==> src/rtl/seq_gen_ctrl.sv <==
// -----------------------------------------------------------------------------
// seq_gen_ctrl
//
// Sequence-generation controller that sits between a register file, a data RAM
// and a combinational ALU. A start pulse loads two seed words from RAM into
// registers 0 and 1. The controller then computes r[i+2] = ALU(r[i], r[i+1]).
// Each new term is written to the register file and also to RAM.
//
// Ports:
//   clk, rst_n            clock, asynchronous active-low reset
//   start                 one-cycle run request (only looked at when idle)
//   abort                 synchronous cancel of a run in progress
//   len                   total terms including both seeds (clamped to 2..2^REG_AW)
//   op                    ALU op code latched for the whole run
//   busy / done           run in progress / one-cycle completion pulse
//   reg_raddr1/2          register file read addresses (combinational read)
//   reg_we/waddr/wdata    register file write port
//   alu_op / alu_result   op presented to the ALU / its combinational result
//   ram_raddr/ram_rdata   RAM read port (data returns one cycle after address)
//   ram_we/waddr/wdata    RAM write port
// -----------------------------------------------------------------------------
module seq_gen_ctrl #(
    parameter int DATA_W   = 32,
    parameter int REG_AW   = 5,
    parameter int RAM_AW   = 6,
    parameter int RAM_BASE = 0,
    parameter int OP_W     = 3
) (
    input  logic              clk,
    input  logic              rst_n,
    input  logic              start,
    input  logic              abort,
    input  logic [REG_AW:0]   len,
    input  logic [OP_W-1:0]   op,
    output logic              busy,
    output logic              done,
    output logic [REG_AW-1:0] reg_raddr1,
    output logic [REG_AW-1:0] reg_raddr2,
    output logic              reg_we,
    output logic [REG_AW-1:0] reg_waddr,
    output logic [DATA_W-1:0] reg_wdata,
    output logic [OP_W-1:0]   alu_op,
    input  logic [DATA_W-1:0] alu_result,
    output logic [RAM_AW-1:0] ram_raddr,
    input  logic [DATA_W-1:0] ram_rdata,
    output logic              ram_we,
    output logic [RAM_AW-1:0] ram_waddr,
    output logic [DATA_W-1:0] ram_wdata
);

    localparam int LW = REG_AW + 1;
    localparam logic [LW-1:0]     LEN_MIN   = LW'(2);
    localparam logic [LW-1:0]     LEN_MAX   = LW'(2 ** REG_AW);
    // RAM addresses wrap, so only the low RAM_AW bits of the base matter.
    localparam logic [RAM_AW-1:0] BASE_ADDR = RAM_AW'(RAM_BASE);

    typedef enum logic [2:0] {
        S_IDLE,
        S_LD0,
        S_LD0W,
        S_LD1W,
        S_CALC,
        S_WB,
        S_DONE
    } state_t;

    state_t            r_state, w_state_next;
    logic [LW-1:0]     r_len, w_len_next;
    logic [OP_W-1:0]   r_op, w_op_next;
    logic [REG_AW-1:0] r_idx, w_idx_next;
    logic [DATA_W-1:0] r_res, w_res_next;
    logic [LW-1:0]     w_len_clamped;
    logic              w_last;

    // -------------------------------------------------------------------------
    // State and datapath registers
    // -------------------------------------------------------------------------
    always_ff @(posedge clk or negedge rst_n) begin
        if (!rst_n) begin
            r_state <= S_IDLE;
            r_len   <= '0;
            r_op    <= '0;
            r_idx   <= '0;
            r_res   <= '0;
        end else begin
            r_state <= w_state_next;
            r_len   <= w_len_next;
            r_op    <= w_op_next;
            r_idx   <= w_idx_next;
            r_res   <= w_res_next;
        end
    end

    // -------------------------------------------------------------------------
    // Next-state and output decode (outputs depend only on registered state,
    // apart from the abort gate on the write enables)
    // -------------------------------------------------------------------------
    always_comb begin
        w_state_next = r_state;
        w_len_next   = r_len;
        w_op_next    = r_op;
        w_idx_next   = r_idx;
        w_res_next   = r_res;

        busy       = 1'b0;
        done       = 1'b0;
        reg_raddr1 = '0;
        reg_raddr2 = '0;
        reg_we     = 1'b0;
        reg_waddr  = '0;
        reg_wdata  = '0;
        alu_op     = '0;
        ram_raddr  = '0;
        ram_we     = 1'b0;
        ram_waddr  = '0;
        ram_wdata  = '0;

        // Fewer than two terms still loads both seeds; more than the register
        // file can hold is cut to its size.
        if (len < LEN_MIN) begin
            w_len_clamped = LEN_MIN;
        end else if (len > LEN_MAX) begin
            w_len_clamped = LEN_MAX;
        end else begin
            w_len_clamped = len;
        end

        // The term being written in WB is the final one.
        w_last = (({1'b0, r_idx} + LW'(2)) == (r_len - LW'(1)));

        busy   = (r_state == S_LD0)  || (r_state == S_LD0W) ||
                 (r_state == S_LD1W) || (r_state == S_CALC) ||
                 (r_state == S_WB);
        alu_op = busy ? r_op : '0;

        case (r_state)
            S_IDLE: begin
                if (start && !abort) begin
                    w_len_next   = w_len_clamped;
                    w_op_next    = op;
                    w_state_next = S_LD0;
                end
            end
            S_LD0: begin
                ram_raddr    = BASE_ADDR;
                w_state_next = S_LD0W;
            end
            S_LD0W: begin
                reg_we       = 1'b1;
                reg_waddr    = '0;
                reg_wdata    = ram_rdata;
                ram_raddr    = BASE_ADDR + RAM_AW'(1);
                w_state_next = S_LD1W;
            end
            S_LD1W: begin
                reg_we       = 1'b1;
                reg_waddr    = REG_AW'(1);
                reg_wdata    = ram_rdata;
                w_idx_next   = '0;
                w_state_next = (r_len > LEN_MIN) ? S_CALC : S_DONE;
            end
            S_CALC: begin
                reg_raddr1   = r_idx;
                reg_raddr2   = r_idx + REG_AW'(1);
                w_res_next   = alu_result;
                w_state_next = S_WB;
            end
            S_WB: begin
                reg_we    = 1'b1;
                ram_we    = 1'b1;
                reg_waddr = r_idx + REG_AW'(2);
                ram_waddr = BASE_ADDR + RAM_AW'(r_idx) + RAM_AW'(2);
                reg_wdata = r_res;
                ram_wdata = r_res;
                if (w_last) begin
                    w_state_next = S_DONE;
                end else begin
                    w_idx_next   = r_idx + REG_AW'(1);
                    w_state_next = S_CALC;
                end
            end
            S_DONE: begin
                done         = 1'b1;
                w_state_next = S_IDLE;
            end
            default: begin
                w_state_next = S_IDLE;
            end
        endcase

        // Abort drops the run without writing anything in the abort cycle;
        // terms already written are left in place.
        if (busy && abort) begin
            w_state_next = S_IDLE;
            w_idx_next   = r_idx;
            w_res_next   = r_res;
            reg_we       = 1'b0;
            ram_we       = 1'b0;
        end
    end

endmodule

==> config.mk <==
export PLATFORM = sky130hd
export DESIGN_NAME = seq_gen_ctrl
export DESIGN_NICKNAME = d
export VERILOG_FILES = /design/src/rtl/seq_gen_ctrl.sv
export SDC_FILE = /design/constraint.sdc
export NUM_CORES = 1
export LEC_CHECK = 0
export CORE_MARGIN = 4
export CORE_UTILIZATION = 42
export DETAILED_ROUTE_END_ITERATION = 10
export GPL_TIMING_DRIVEN = 0
export PLACE_DENSITY = 0.89
export SYNTH_ARGS = -nofsm -noshare
export SYNTH_HDL_FRONTEND = slang
export SYNTH_SLANG_ARGS = --single-unit
==> constraint.sdc <==
create_clock -name clk -period 6 [get_ports clk]
set_input_delay 1.2 -clock clk [delete_from_list [all_inputs] [get_ports clk]]
set_output_delay 1.2 -clock clk [all_outputs]
set_load 0.02 [all_outputs]
# Word-level counts from Yosys, hierarchy flattened
# Index checks and enable logic that the tools add are counted.
# word_totals
reg_bits,49
in_bits,77
output_inout_bits,98
elab_cells,58
# op_classes
addsub,4
magnitude_cmp,3
n_eq_ne,9
muxes,22
bitwise,1
reduce_logical,14
# ops
operator,n
one-hot mux 32 bit (2 select lines),1
2-to-1 mux 32 bit,1
one-hot mux 5 bit (2 select lines),2
2-to-1 mux 6 bit,3
one-hot mux 3 bit (6 select lines),1
2-to-1 mux 5 bit,3
== test 3 bit (second input constant),3
2-to-1 mux 3 bit,3
adder 5 x 2 -> 6 bit (second input constant),1
== test 3 x 2 -> 1 bit (second input constant),2
== test 6 bit,1
greater-than comparator 6 x 2 -> 1 bit (second input constant),1
greater-than comparator 6 bit (second input constant),1
less-than comparator 6 x 2 -> 1 bit (second input constant),1
2-to-1 mux 1 bit,6
subtractor 6 x 1 -> 6 bit (second input constant),1
adder 5 x 1 -> 5 bit (second input constant),1
adder 5 x 2 -> 5 bit (second input constant),1
logical OR 1 bit,4
2-to-1 mux 2 bit,2
AND reduction 2 bit,2
== test 3 x 1 -> 1 bit (second input constant),1
logical NOT 3 bit,1
!= test 3 bit (second input constant),1
8 further kinds,9

# Logic depth before layout (Yosys ltp)
# Gate-level depths: netlist of run 1.
# logic_depth
ltp_word,8
mapped_depth,8
mapped_depth_nobuf,8

# Least setup slack after synthesis of run 1
# OpenSTA, ideal clock, no wires.
# synth_timing
path_kind,flip-flop to output port
start,register r_state[1]
end,output port reg_wdata[31]
arrival_ns,1.663
required_time_ns,4.800
setup_slack_ns,3.137
stages_incl_launch_ff,7
n_path_buf,3
path_cell_list,dfrtp_1 > buf_2 > and2b_2 > clkbuf_1 > clkbuf_1 > and3_1 > a21o_1
# synth_via
elab_chain_len,3
elab_cells_between_ends,5
cone_classes,eq/ne: 3; mux: 1; reduce/logical: 1
# synth_lines
element,line,text
from (decl),67,"state_t r_state, w_state_next;"
from (signal assigned),86,r_state <= w_state_next;
== test 3 x 2 -> 1 bit,136,case (r_state)
OR reduction 2 bit (no line),n/a,
one-hot mux 32 bit (2 select lines) (*),136,
to (decl),41,"output logic [DATA_W-1:0] reg_wdata,"
# Mark *: on every way between the ends. The rest lies on a longest branch, timed or not.

# Worst setup path in the final report of run 1
# layout_timing
start,register r_state[1]
end,output port reg_wdata[25]
# Same word-level chain as after synthesis.

==> results of run 1 <==
[through the flow]
| stage | hold WS, ns | utilization | area (µm²) |
|---|---|---|---|
| floorplan | 0.471 | - | 3080 |
| global placement | 0.479 | 0.704 | 4890 |
| detailed placement | 0.486 | 0.707 | 4910 |
| CTS | 0.507 | 0.724 | 5030 |
| global route | 0.522 | 0.724 | 5030 |
| finish | 0.503 | 0.724 | 5030 |
[critical path, stage by stage, from the launching register on]
cell and delay (ns):
dfrtp_1 0.36, buf_2 0.16, and2b_2 0.25, clkbuf_1 0.33, clkbuf_1 0.39, and3_1 0.27
a21o_1 0.12, clkdlybuf4s50_1 0.61
[worst paths after layout]
| path | startpoint | endpoint | depth (start not counted) |
|---|---|---|---|
| max in group asynchronous | rst_n | r_res[17] | 2 |
| min in group asynchronous | rst_n | r_res[9] | 1 |
| max reg2reg | r_state[1] | r_res[11] | 6 |
| min reg2reg | r_res[21] | r_res[21] | 1 |
| min | r_res[21] | r_res[21] | 1 |
| max | r_state[1] | reg_wdata[25] | 7 |
[cells in the mapped netlist, types with 4 or more instances]
master    count
xor2_1        5
clkbuf_1     14
and2_1        4
and3_1       42
a21o_1       32
xnor2_1       8
nand2b_1      5
dfrtp_1      49
a21oi_1       7
mux2_2       36
nor3_1        6
ha_1          4
o21ai_0       9
nand3_1       6
inv_1         4
nand2_1      10
buf_4         9
nor2_1       22
[kinds of logic after synthesis]
kind of cell,count (synthesis),synth area share
buffers and inverters,33,0.0728
xor gates and xnor gates,13,0.0372
AOI/OAI and AO/OA,56,0.133
and+or+nand+nor,107,0.192
adders and majority gates,4,0.0164
muxes,40,0.147
DFF,49,0.401
other,1,0.00123
[sequential cells by signal, indices dropped and copies added, names as in the netlist]
| name | cells |
|---|---|
| r_op | 3 |
| r_idx | 5 |
| r_len | 6 |
| r_state | 3 |
| r_res | 32 |
[area by class of cell]
cell class / instances / area (µm²) / area share
timing repair buffer: 170 / 1710 / 0.341
multi-input combinational: 225 / 1630 / 0.324
sequential: 49 / 1230 / 0.244
buffer: 29 / 208 / 0.0413
tap: 96 / 120 / 0.0239
clock buffer: 7 / 86.3 / 0.0172
clock inverter: 1 / 30.0 / 0.00597
inverter: 4 / 15.0 / 0.00299
[placed cells by master (no fill, tap or decap), drive strengths merged]
cell type	instances
bufinv	1
a21o	32
and2b	2
dfrtp	49
nand2	10
conb	5
o2bb2ai	2
nor2b	2
or3	1
nor3b	2
mux2	37
xor2	5
o21ai	9
nor4	3
mux2i	3
or4b	1
a21oi	7
inv	4
nor2	22
and3	42
o21bai	1
o41ai	1
clkbuf	23
ha	4
o21a	1
o31ai	1
nand2b	5
bufbuf	1
xnor2	8
and2	4
nand3b	1
nor3	6
buf	14
clkdlybuf4s50	168
o32ai	1
a21bo	1
nand3	6
[power breakdown]
part | total, W | internal (W) | switching [W]
clock | 0.000248 | 0.000136 | 0.000112
combinational | 0.000310 | 0.000177 | 0.000132
sequential | 0.000464 | 0.000411 | 0.0000529
total | 0.00102 | 0.000725 | 0.000297
[routing by layer]
metal | part of all wire | track usage | wire length (µm)
met1 | 0.40 | 0.291 | 4220
met2 | 0.53 | 0.420 | 5630
met3 | 0.056 | 0.0467 | 594
met4 | 0.022 | 0.0672 | 238
met5 | 0 | 0 | 0
==> out/summary.json, run 1 <==
{
  "clock_network": {
    "clockRootBuffer": "clkbuf_8",
    "cts_buffer_depth": 2,
    "h_tree_depth": 2,
    "numCtsBuffers": 5,
    "cts_setup_buffers": 0,
    "cts_tree": "done",
    "post_cts_hold_buffer_count": 0,
    "worst_setup_hold_path_clk_slew_ns": 0.09,
    "resize_count_post_cts": 0,
    "insertion_delay_ns": 0.30,
    "cts_sinks": 49
  },
  "placement": {
    "io_port_bufs": 169,
    "placed_cells_incl_taps": 573,
    "dp_hpwl_mm": 8.59,
    "gp_routability_congestion": 0.854,
    "place_ws_ns": 2.20
  },
  "layout": {
    "nNetsFinal": 565,
    "drive_gt1_frac": 0.136,
    "stdcell_count": 581,
    "syn_to_final_growth_pct": 64.2,
    "filler_cell_count": 489,
    "diodes": 0
  },
  "timing": {
    "fin_crit_sh": 0.667,
    "hold_viol": 0,
    "worst_clock_skew_ns": 0.00496,
    "rsz0062_at_grt": "no",
    "worst_setup_margin_ns": 2.00,
    "worstMarginPinSlew_ns": 0.670,
    "setup_viol_count_final": 0,
    "setup-tns-final_ns": 0,
    "worst_slew_margin_rel": 0.554,
    "achievable-frequency_mhz": 250,
    "fin_crit_ns": 4.00,
    "finalMaxSlewViolations": 0
  },
  "grt": {
    "grt_start_max_net_pins": 28,
    "antenna_found_initial": 0,
    "vias_in_the_first_global_route": 3119,
    "global_route.overflow_total": 0,
    "grt_use_total": 0.237,
    "grt_first_pass_wirelength_mm": 16.2
  },
  "detailed_routing": {
    "overall_via_count_from_detail_route": 3040,
    "postRouteAntennaNets": 0,
    "via_per_inst": 5.23,
    "dr.first_iter.drc_count": 129,
    "detailedRoute.firstPassIterationCount": 4,
    "routed_wl_mm": 10.7,
    "drc": 0,
    "routedWlPerCell_um": 18.4
  },
  "synthesis": {
    "synthDominantCellAreaShare": 0.401,
    "postSynthRegisterBits": 49,
    "netlist-cell-type-count": 39,
    "synth-async-reset-ratio": 1.00,
    "ys_seq_area_frac": 0.401,
    "synth-edff-count": 0,
    "ys_top_cells_by_area": "dfrtp_1, mux2_2, and3_1",
    "yosysWarningCount": 0,
    "post_synthesis_instance_total": 303,
    "synth_top_cell_by_area": "dfrtp_1",
    "ys_dominant_reg_cell": "dfrtp_1",
    "syn_area_per_cell_um2": 10.1,
    "mappedNetlistArea_mm2": 0.00306
  },
  "pwr": {
    "vdd.ir_drop.worst_mv": 0.142,
    "leakagePower_nw": 2.43,
    "overall_power_after_layout_w": 0.00102,
    "power.density_mw_per_mm2": 203
  },
  "outcome": {
    "run_status": "finished clean"
  },
  "floorplan": {
    "start_util": 0.441,
    "num_io_pins": 175,
    "rows": 30,
    "fp.coreArea_mm2": 0.00694,
    "die-area_mm2": 0.00872,
    "die_width_um": 93.4,
    "die-height_um": 93.4
  },
  "setup_path": {
    "crit_path_max_fanout": 10,
    "worst_setup_start_kind": "flip-flop",
    "worst-endpoint-required_ns": 4.80,
    "r2r_setup_slack_ns": 3.60,
    "cp-end-kind": "primary output",
    "setup.worst_path.class": "reg -> out",
    "data_arrival_critical_path_ns": 2.80
  },
  "run": {
    "max-cap-violations": 0
  },
  "worst_hold_path": {
    "worstHoldPathType": "reg -> reg"
  }
}
Note: power is estimated with default switching activity, not from simulation.
==> run 2, diff against run 1 <==
--- a/config.mk
+++ b/config.mk
@@ -6,10 +6,10 @@
 export NUM_CORES = 1
 export LEC_CHECK = 0
 export CORE_MARGIN = 4
-export CORE_UTILIZATION = 42
+export CORE_UTILIZATION = 39
 export DETAILED_ROUTE_END_ITERATION = 10
 export GPL_TIMING_DRIVEN = 0
-export PLACE_DENSITY = 0.89
+export PLACE_DENSITY = 0.84
 export SYNTH_ARGS = -nofsm -noshare
 export SYNTH_HDL_FRONTEND = slang
 export SYNTH_SLANG_ARGS = --single-unit
==> constraint.sdc (replaced) <==
create_clock -name clk -period 3.9 [get_ports clk]
set_input_delay 0.78 -clock clk [delete_from_list [all_inputs] [get_ports clk]]
set_output_delay 0.78 -clock clk [all_outputs]
set_load 0.02 [all_outputs]
==> out/summary.json, run 2 (synthesized netlist as in run 1, its figures left out) <==
{
  "outcome": {
    "run_status": "finished clean"
  },
  "timing": {
    "hold-worst-slack": {"value": 0.446, "unit": "ns", "change": "-0.0569 ns"},
    "fin_crit_sh": 0.911,
    "setup_viol_count_final": {"value": 0, "change": "unchanged"},
    "fin_crit_ns": 3.55,
    "finalMaxSlewViolations": {"value": 0, "change": "unchanged"},
    "hold_viol": {"value": 0, "change": "unchanged"},
    "worst_clock_skew": {"value": 0.0103, "unit": "ns", "change": "+0.00533 ns"},
    "achievable-frequency_mhz": 281,
    "setup-tns-final": {"value": 0, "unit": "ns", "change": "unchanged"},
    "worst_slew_margin_rel": {"value": 0.633, "change": "+0.0791"},
    "rsz0062_at_grt": "no",
    "worstMarginPinSlew": {"value": 0.545, "unit": "ns", "change": "-0.124 ns"}
  },
  "detailed_routing": {
    "via_per_inst": {"value": 4.99, "change": "-4.6%"},
    "routedWlPerCell": {"value": 16.6, "unit": "µm", "change": "-9.9%"},
    "overall_via_count_from_detail_route": {"value": 2926, "change": "-3.8%"},
    "postRouteAntennaNets": {"value": 0, "change": "unchanged"},
    "detailedRoute.firstPassIterationCount": {"value": 5, "change": "+1"},
    "routed_wl": {"value": 9.71, "unit": "mm", "change": "-9.1%"},
    "drc": {"value": 0, "change": "unchanged"},
    "dr.first_iter.drc_count": {"value": 109, "change": "-16%"}
  },
  "grt": {
    "vias_in_the_first_global_route": {"value": 3107, "change": "-0.38%"},
    "global_route.overflow_total": {"value": 0, "change": "unchanged"},
    "grt_first_pass_wirelength": {"value": 15.0, "unit": "mm", "change": "-7.7%"},
    "antenna_found_initial": {"value": 0, "change": "unchanged"},
    "grt_use_total": {"value": 0.206, "change": "-0.0306"},
    "grt_start_max_net_pins": {"value": 29, "change": "+3.6%"}
  },
  "run": {
    "max-cap-violations": {"value": 0, "change": "unchanged"}
  },
  "layout": {
    "syn_to_final_growth_pct": 63.8,
    "top_regs": "r_res x32, r_len x6, r_idx x5",
    "drive_gt1_frac": {"value": 0.136, "change": "+0.000281"},
    "nNetsFinal": {"value": 565, "change": "unchanged"},
    "stdcell_count": {"value": 586, "change": "+0.86%"},
    "number_of_flip_flops_in_the_largest_register": {"value": 32, "change": "unchanged"},
    "final_common_cell": "clkdlybuf4s50_1",
    "diodes": {"value": 0, "change": "unchanged"},
    "most-common-layout-cells": "clkdlybuf4s50_1, dfrtp_1, and3_1",
    "largest-register": "r_res"
  },
  "setup_path": {
    "worst-endpoint-required": {"value": 3.12, "unit": "ns", "change": "-1.68 ns"},
    "path_buf_inv": {"value": 4, "change": "unchanged"},
    "timing.critical_path.from": "r_state[1]",
    "critPathMaxStageDelay": {"value": 0.62, "unit": "ns", "change": "about the same"},
    "crit_path_max_fanout": {"value": 10, "change": "unchanged"},
    "worstReg2RegStart": "r_state[1]",
    "crit_path_cell_trace": "buf_2 > and2b_2 > clkbuf_1 > clkbuf_1 > and3_1 > a21o_1 > clkdlybuf4s50_1",
    "critical-path-top-cell-by-count": "clkbuf_1",
    "data_arrival_critical_path": {"value": 2.77, "unit": "ns", "change": "-0.03 ns"},
    "worst-path-stages": {"value": 7, "change": "unchanged"},
    "critical-path-top-delay-family": "buffers and inverters",
    "worst_setup_start_kind": "flip-flop",
    "crit_path_end": "reg_wdata[13]",
    "crit-reg2reg-capture": "r_res[5]",
    "crit_path_top_delay_cell": "clkdlybuf4s50_1",
    "setup.worst_path.class": "reg -> out",
    "r2r_setup_slack": {"value": 1.52, "unit": "ns", "change": "-2.08 ns"},
    "r2r_cells": {"value": 6, "change": "unchanged"},
    "cp-end-kind": "primary output"
  },
  "clock_network": {
    "cts_tree": "done",
    "cts_sinks": {"value": 49, "change": "unchanged"},
    "h_tree_depth": {"value": 2, "change": "unchanged"},
    "insertion_delay": {"value": 0.30, "unit": "ns", "change": "about the same"},
    "worst_setup_hold_path_clk_slew": {"value": 0.10, "unit": "ns", "change": "about the same"},
    "cts_setup_buffers": {"value": 0, "change": "unchanged"},
    "resize_count_post_cts": {"value": 0, "change": "unchanged"},
    "cts_buffer_depth": {"value": 2, "change": "unchanged"},
    "numCtsBuffers": {"value": 5, "change": "unchanged"},
    "clockRootBuffer": "clkbuf_8",
    "post_cts_hold_buffer_count": {"value": 0, "change": "unchanged"}
  },
  "floorplan": {
    "start_util": {"value": 0.398, "change": "-0.0426"},
    "num_io_pins": {"value": 175, "change": "unchanged"},
    "die-area": {"value": 0.00933, "unit": "mm²", "change": "+7.0%"},
    "fp.coreArea": {"value": 0.00769, "unit": "mm²", "change": "+11%"},
    "rows": {"value": 32, "change": "+6.7%"},
    "die_width": {"value": 96.6, "unit": "µm", "change": "+3.5%"},
    "die-height": {"value": 96.6, "unit": "µm", "change": "+3.5%"}
  },
  "placement": {
    "gp_routability_congestion": {"value": 0.879, "change": "+2.9%"},
    "io_port_bufs": {"value": 169, "change": "unchanged"},
    "dp_hpwl": {"value": 7.74, "unit": "mm", "change": "-9.9%"},
    "placed_cells_incl_taps": {"value": 579, "change": "+1.0%"}
  },
  "pwr": {
    "power.density": {"value": 305, "unit": "mW/mm²", "change": "+50%"},
    "vdd.ir_drop.worst": {"value": 0.168, "unit": "mV", "change": "+19%"},
    "leakagePower": {"value": 2.42, "unit": "nW", "change": "-0.32%"}
  },
  "worst_hold_path": {
    "worstHoldPathType": "in -> async"
  }
}
[run 2: changes by cell type in the layout (fill, tap and decap cells not counted)]
cell / previous run / this run
clkbuf_1: 15 / 14
clkbuf_8: 8 / 7
buf_12: 0 / 1
buf_16: 1 / 0
clkinv_2: 0 / 1
[run 2: worst min path at each step]
stage,startpoint,to,slack (ns),cells past startpoint
final,rst_n,r_res[0],0.45,1
after global routing,rst_n,r_res[0],0.48,1
after CTS,rst_n,r_res[0],0.46,1
after detailed placement,r_op[1],r_op[1],0.49,1
after global placement,r_res[0],r_res[0],0.48,1
after floorplan,r_op[0],r_op[0],0.47,1
[run 2: metrics by stage]
step                total power [W]  setup WS, ns   util  area (µm²)
floorplan                  0.000975          1.46      -        3080
global placement            0.00115         0.632  0.637        4890
detailed placement          0.00118         0.727  0.639        4910
CTS                         0.00154         0.383  0.652        5010
global route                0.00162         0.175  0.652        5010
finish                      0.00153         0.347  0.652        5010
[run 2: final cells by class]
cell class / count / area, µm²
Timing Repair Buffer: 170 / 1710
Sequential cell: 49 / 1230
Clock inverter: 2 / 35.0
Buffer: 29 / 208
Clock buffer: 5 / 68.8
Fill cell: 646 / 2670
Inverter: 4 / 15.0
Multi-Input combinational cell: 225 / 1630
Tap cell: 102 / 128
[run 2: power by group]
part	switching (W)	internal (W)
clock network	0.000172	0.000187
registers	0.0000729	0.000632
logic	0.000195	0.000272
total	0.000440	0.00109
[run 2: layer usage]
layer / vias to the layer above / wire (µm) / track usage
li1: 1413 / - / -
met1: 1398 / 3960 / 0.259
met2: 106 / 5090 / 0.364
met3: 9 / 581 / 0.0380
met4: 0 / 84 / 0.0549
met5: - / 0 / 0
==> run 3, diff against run 2 <==
--- a/config.mk
+++ b/config.mk
@@ -8,7 +8,7 @@
 export CORE_MARGIN = 4
 export CORE_UTILIZATION = 39
 export DETAILED_ROUTE_END_ITERATION = 10
-export GPL_TIMING_DRIVEN = 0
+export GPL_TIMING_DRIVEN = 1
 export PLACE_DENSITY = 0.84
 export SYNTH_ARGS = -nofsm -noshare
 export SYNTH_HDL_FRONTEND = slang
==> constraint.sdc (replaced) <==
create_clock -name clk -period 3.9 [get_ports clk]
set_input_delay 0.78 -clock clk [delete_from_list [all_inputs] [get_ports clk]]
set_output_delay 0.78 -clock clk [all_outputs]
set_load 0.005 [all_outputs]
==> out/summary.json, run 3 (synthesized netlist as in run 1, its figures left out) <==
{
  "outcome": {
    "run_status": "finished clean"
  },
  "worst_hold_path": {
    "worstHoldPathType": "reg -> reg",
    "worstHoldStart": "r_op[2]",
    "worstHoldPathCells": 1,
    "worst_hold_path.endpoint": "r_op[2]"
  },
  "clock_network": {
    "worst_setup_hold_path_clk_slew": {"value": 0.09, "unit": "ns", "change": "about the same"},
    "cts_sinks": {"value": 49, "change": "unchanged"},
    "resize_count_post_cts": {"value": 0, "change": "unchanged"},
    "cts_buffer_depth": {"value": 2, "change": "unchanged"},
    "cts_setup_buffers": {"value": 0, "change": "unchanged"},
    "cts_tree": "done",
    "numCtsBuffers": {"value": 5, "change": "unchanged"},
    "h_tree_depth": {"value": 2, "change": "unchanged"},
    "post_cts_hold_buffer_count": {"value": 0, "change": "unchanged"},
    "clockRootBuffer": "clkbuf_8",
    "insertion_delay": {"value": 0.29, "unit": "ns", "change": "about the same"}
  },
  "layout": {
    "most-common-layout-cells": "clkdlybuf4s50_1, dfrtp_1, and3_1",
    "syn_to_final_growth_pct": 57.7,
    "multi_input_area": {"value": 0.00164, "unit": "mm²", "change": "+0.62%"},
    "largest-register": "r_res",
    "nNetsFinal": {"value": 537, "change": "-5.0%"},
    "number_of_flip_flops_in_the_largest_register": {"value": 32, "change": "unchanged"},
    "register_area": {"value": 0.00123, "unit": "mm²", "change": "unchanged"},
    "top_regs": "r_res x32, r_len x6, r_idx x5",
    "filler_cell_count": {"value": 636, "change": "-1.5%"},
    "final_common_cell": "clkdlybuf4s50_1",
    "drive_gt1_frac": {"value": 0.120, "change": "-0.0160"},
    "diodes": {"value": 0, "change": "unchanged"}
  },
  "detailed_routing": {
    "drc": {"value": 0, "change": "unchanged"},
    "via_per_inst": {"value": 5.08, "change": "+1.6%"},
    "postRouteAntennaNets": {"value": 0, "change": "unchanged"},
    "routedWlPerCell": {"value": 16.0, "unit": "µm", "change": "-3.6%"},
    "routed_wl": {"value": 8.93, "unit": "mm", "change": "-8.0%"},
    "detailedRoute.firstPassIterationCount": {"value": 6, "change": "+1"},
    "dr.first_iter.drc_count": {"value": 96, "change": "-12%"},
    "overall_via_count_from_detail_route": {"value": 2837, "change": "-3.0%"}
  },
  "grt": {
    "global_route.overflow_total": {"value": 0, "change": "unchanged"},
    "grt_first_pass_wirelength": {"value": 13.8, "unit": "mm", "change": "-7.9%"},
    "vias_in_the_first_global_route": {"value": 2883, "change": "-7.2%"},
    "grt_use_total": {"value": 0.189, "change": "-0.0176"},
    "antenna_found_initial": {"value": 0, "change": "unchanged"},
    "global_route.usage.met1": {"value": 0.238, "change": "-0.0206"},
    "grt_busiest_layer": "met2",
    "globalRouteMet2Util": {"value": 0.325, "change": "-0.0397"},
    "global_route.usage.met3": {"value": 0.0403, "change": "+0.00232"},
    "grt_start_max_net_pins": {"value": 50, "change": "+72%"}
  },
  "floorplan": {
    "die-area": {"value": 0.00933, "unit": "mm²", "change": "unchanged"},
    "die_width": {"value": 96.6, "unit": "µm", "change": "unchanged"},
    "num_io_pins": {"value": 175, "change": "unchanged"},
    "rows": {"value": 32, "change": "unchanged"},
    "start_util": {"value": 0.398, "change": "unchanged"},
    "fp.coreArea": {"value": 0.00769, "unit": "mm²", "change": "unchanged"},
    "die-height": {"value": 96.6, "unit": "µm", "change": "unchanged"}
  },
  "setup_path": {
    "timing.critical_path.from": "r_state[2]",
    "crit_path_top_delay_cell": "dfrtp_1",
    "crit_path_max_fanout": {"value": 40, "change": "+30"},
    "data_arrival_critical_path": {"value": 2.72, "unit": "ns", "change": "-0.05 ns"},
    "r2r_setup_slack": {"value": 1.00, "unit": "ns", "change": "-0.52 ns"},
    "worst-endpoint-required": {"value": 3.12, "unit": "ns", "change": "about the same"},
    "crit-reg2reg-capture": "r_idx[0]",
    "worstReg2RegStart": "r_state[2]",
    "r2r_cells": {"value": 6, "change": "unchanged"},
    "cp-end-kind": "primary output",
    "critPathMaxStageDelay": {"value": 0.61, "unit": "ns", "change": "about the same"},
    "worst_setup_start_kind": "flip-flop",
    "setup.worst_path.class": "reg -> out",
    "crit_path_cell_trace": "and2b_2 > nand2_1 > a21oi_1 > clkdlybuf4s50_1"
  },
  "timing": {
    "setup_viol_count_final": {"value": 0, "change": "unchanged"},
    "rsz0062_at_grt": "no",
    "achievable-frequency": {"value": 286, "unit": "MHz", "change": "+1.6%"},
    "worstMarginPinSlew": {"value": 1.08, "unit": "ns", "change": "+0.537 ns"},
    "fin_crit_sh": {"value": 0.896, "change": "-0.0147"},
    "worst_clock_skew": {"value": 0.00741, "unit": "ns", "change": "-0.00288 ns"},
    "finalMaxSlewViolations": {"value": 0, "change": "unchanged"},
    "fin_crit": {"value": 3.50, "unit": "ns", "change": "-0.0575 ns"},
    "worst_slew_margin_rel": {"value": 0.279, "change": "-0.354"},
    "setup-tns-final": {"value": 0, "unit": "ns", "change": "unchanged"},
    "hold-worst-slack": {"value": 0.505, "unit": "ns", "change": "+0.0590 ns"},
    "hold_viol": {"value": 0, "change": "unchanged"}
  },
  "run": {
    "max-cap-violations": {"value": 0, "change": "unchanged"}
  },
  "pwr": {
    "cell_internal_pwr": {"value": 0.00110, "unit": "W", "change": "+0.73%"},
    "power.density": {"value": 310, "unit": "mW/mm²", "change": "+1.4%"},
    "vdd.ir_drop.worst": {"value": 0.169, "unit": "mV", "change": "+0.39%"},
    "pwr-share-comb": {"value": 0.271, "change": "-0.034"},
    "sequentialPowerShare": {"value": 0.478, "change": "+0.017"},
    "clock_power_share": {"value": 0.251, "change": "+0.016"},
    "net-switching-power": {"value": 0.000396, "unit": "W", "change": "-10%"},
    "leakagePower": {"value": 2.31, "unit": "nW", "change": "-4.5%"},
    "switching_share": {"value": 0.265, "change": "-0.0225"}
  },
  "placement": {
    "io_port_bufs": {"value": 169, "change": "unchanged"},
    "gp_routability_congestion": {"value": 0.898, "change": "+2.2%"},
    "dp_hpwl": {"value": 6.87, "unit": "mm", "change": "-11%"}
  }
}
run 3: power groups by stage:
stage          logic, W  registers [W]  clock network [W]
3_3_place_gp   0.000392       0.000715                  0
4_1_cts        0.000412       0.000714           0.000388
3_5_place_dp   0.000407       0.000724                  0
2_1_floorplan  0.000255       0.000689                  0
5_1_grt        0.000449       0.000731           0.000406
6_report       0.000405       0.000714           0.000376
run 3: final cells by class:
| cell class | count | share of cell area |
|---|---|---|
| clock buffer | 6 | 0.0171 |
| inverter | 4 | 0.00311 |
| timing repair buffer | 171 | 0.353 |
| tap | 102 | 0.0264 |
| clock inverter | 2 | 0.00778 |
| sequential | 49 | 0.254 |
| multi-input combinational | 225 | 0.339 |
run 3: how the worst max path moves through the flow:
stage                    endpoint  slack, ns  depth (start not counted)
detailed placement         reg_we       0.73                          4
floorplan           reg_wdata[31]       1.67                          6
CTS                        reg_we       0.40                          4
global placement           reg_we       0.80                          4
finish                     reg_we       0.40                          4
global route               reg_we       0.17                          4
run 3: stage by stage:
stage / power (W) / worst slack (ns) / cells / area [µm²] / utilization
6_report: 0.00149 / 0.404 / 559 / 4830 / 0.628
3_3_place_gp: 0.00111 / 0.799 / 551 / 4710 / 0.612
5_1_grt: 0.00159 / 0.175 / 559 / 4830 / 0.628
4_1_cts: 0.00151 / 0.395 / 559 / 4830 / 0.628
2_1_floorplan: 0.000944 / 1.67 / 307 / 3080 / -
3_5_place_dp: 0.00113 / 0.733 / 551 / 4710 / 0.612
run 3: layer usage:
metal	up-vias	share of wire	wire length, µm
met2	118	0.52	4650
met5	-	0	0
met4	0	0.014	122
li1	1355	-	-
met1	1356	0.40	3550
met3	8	0.068	610
run 3: critical path, delay by kind of cell, from the launching register on:
kind,cells,cell delay (ns)
AOI/OAI and AO/OA,1,0.25
buffers and inverters,1,0.52
and+or+nand+nor,2,1.04
DFF,1,0.61
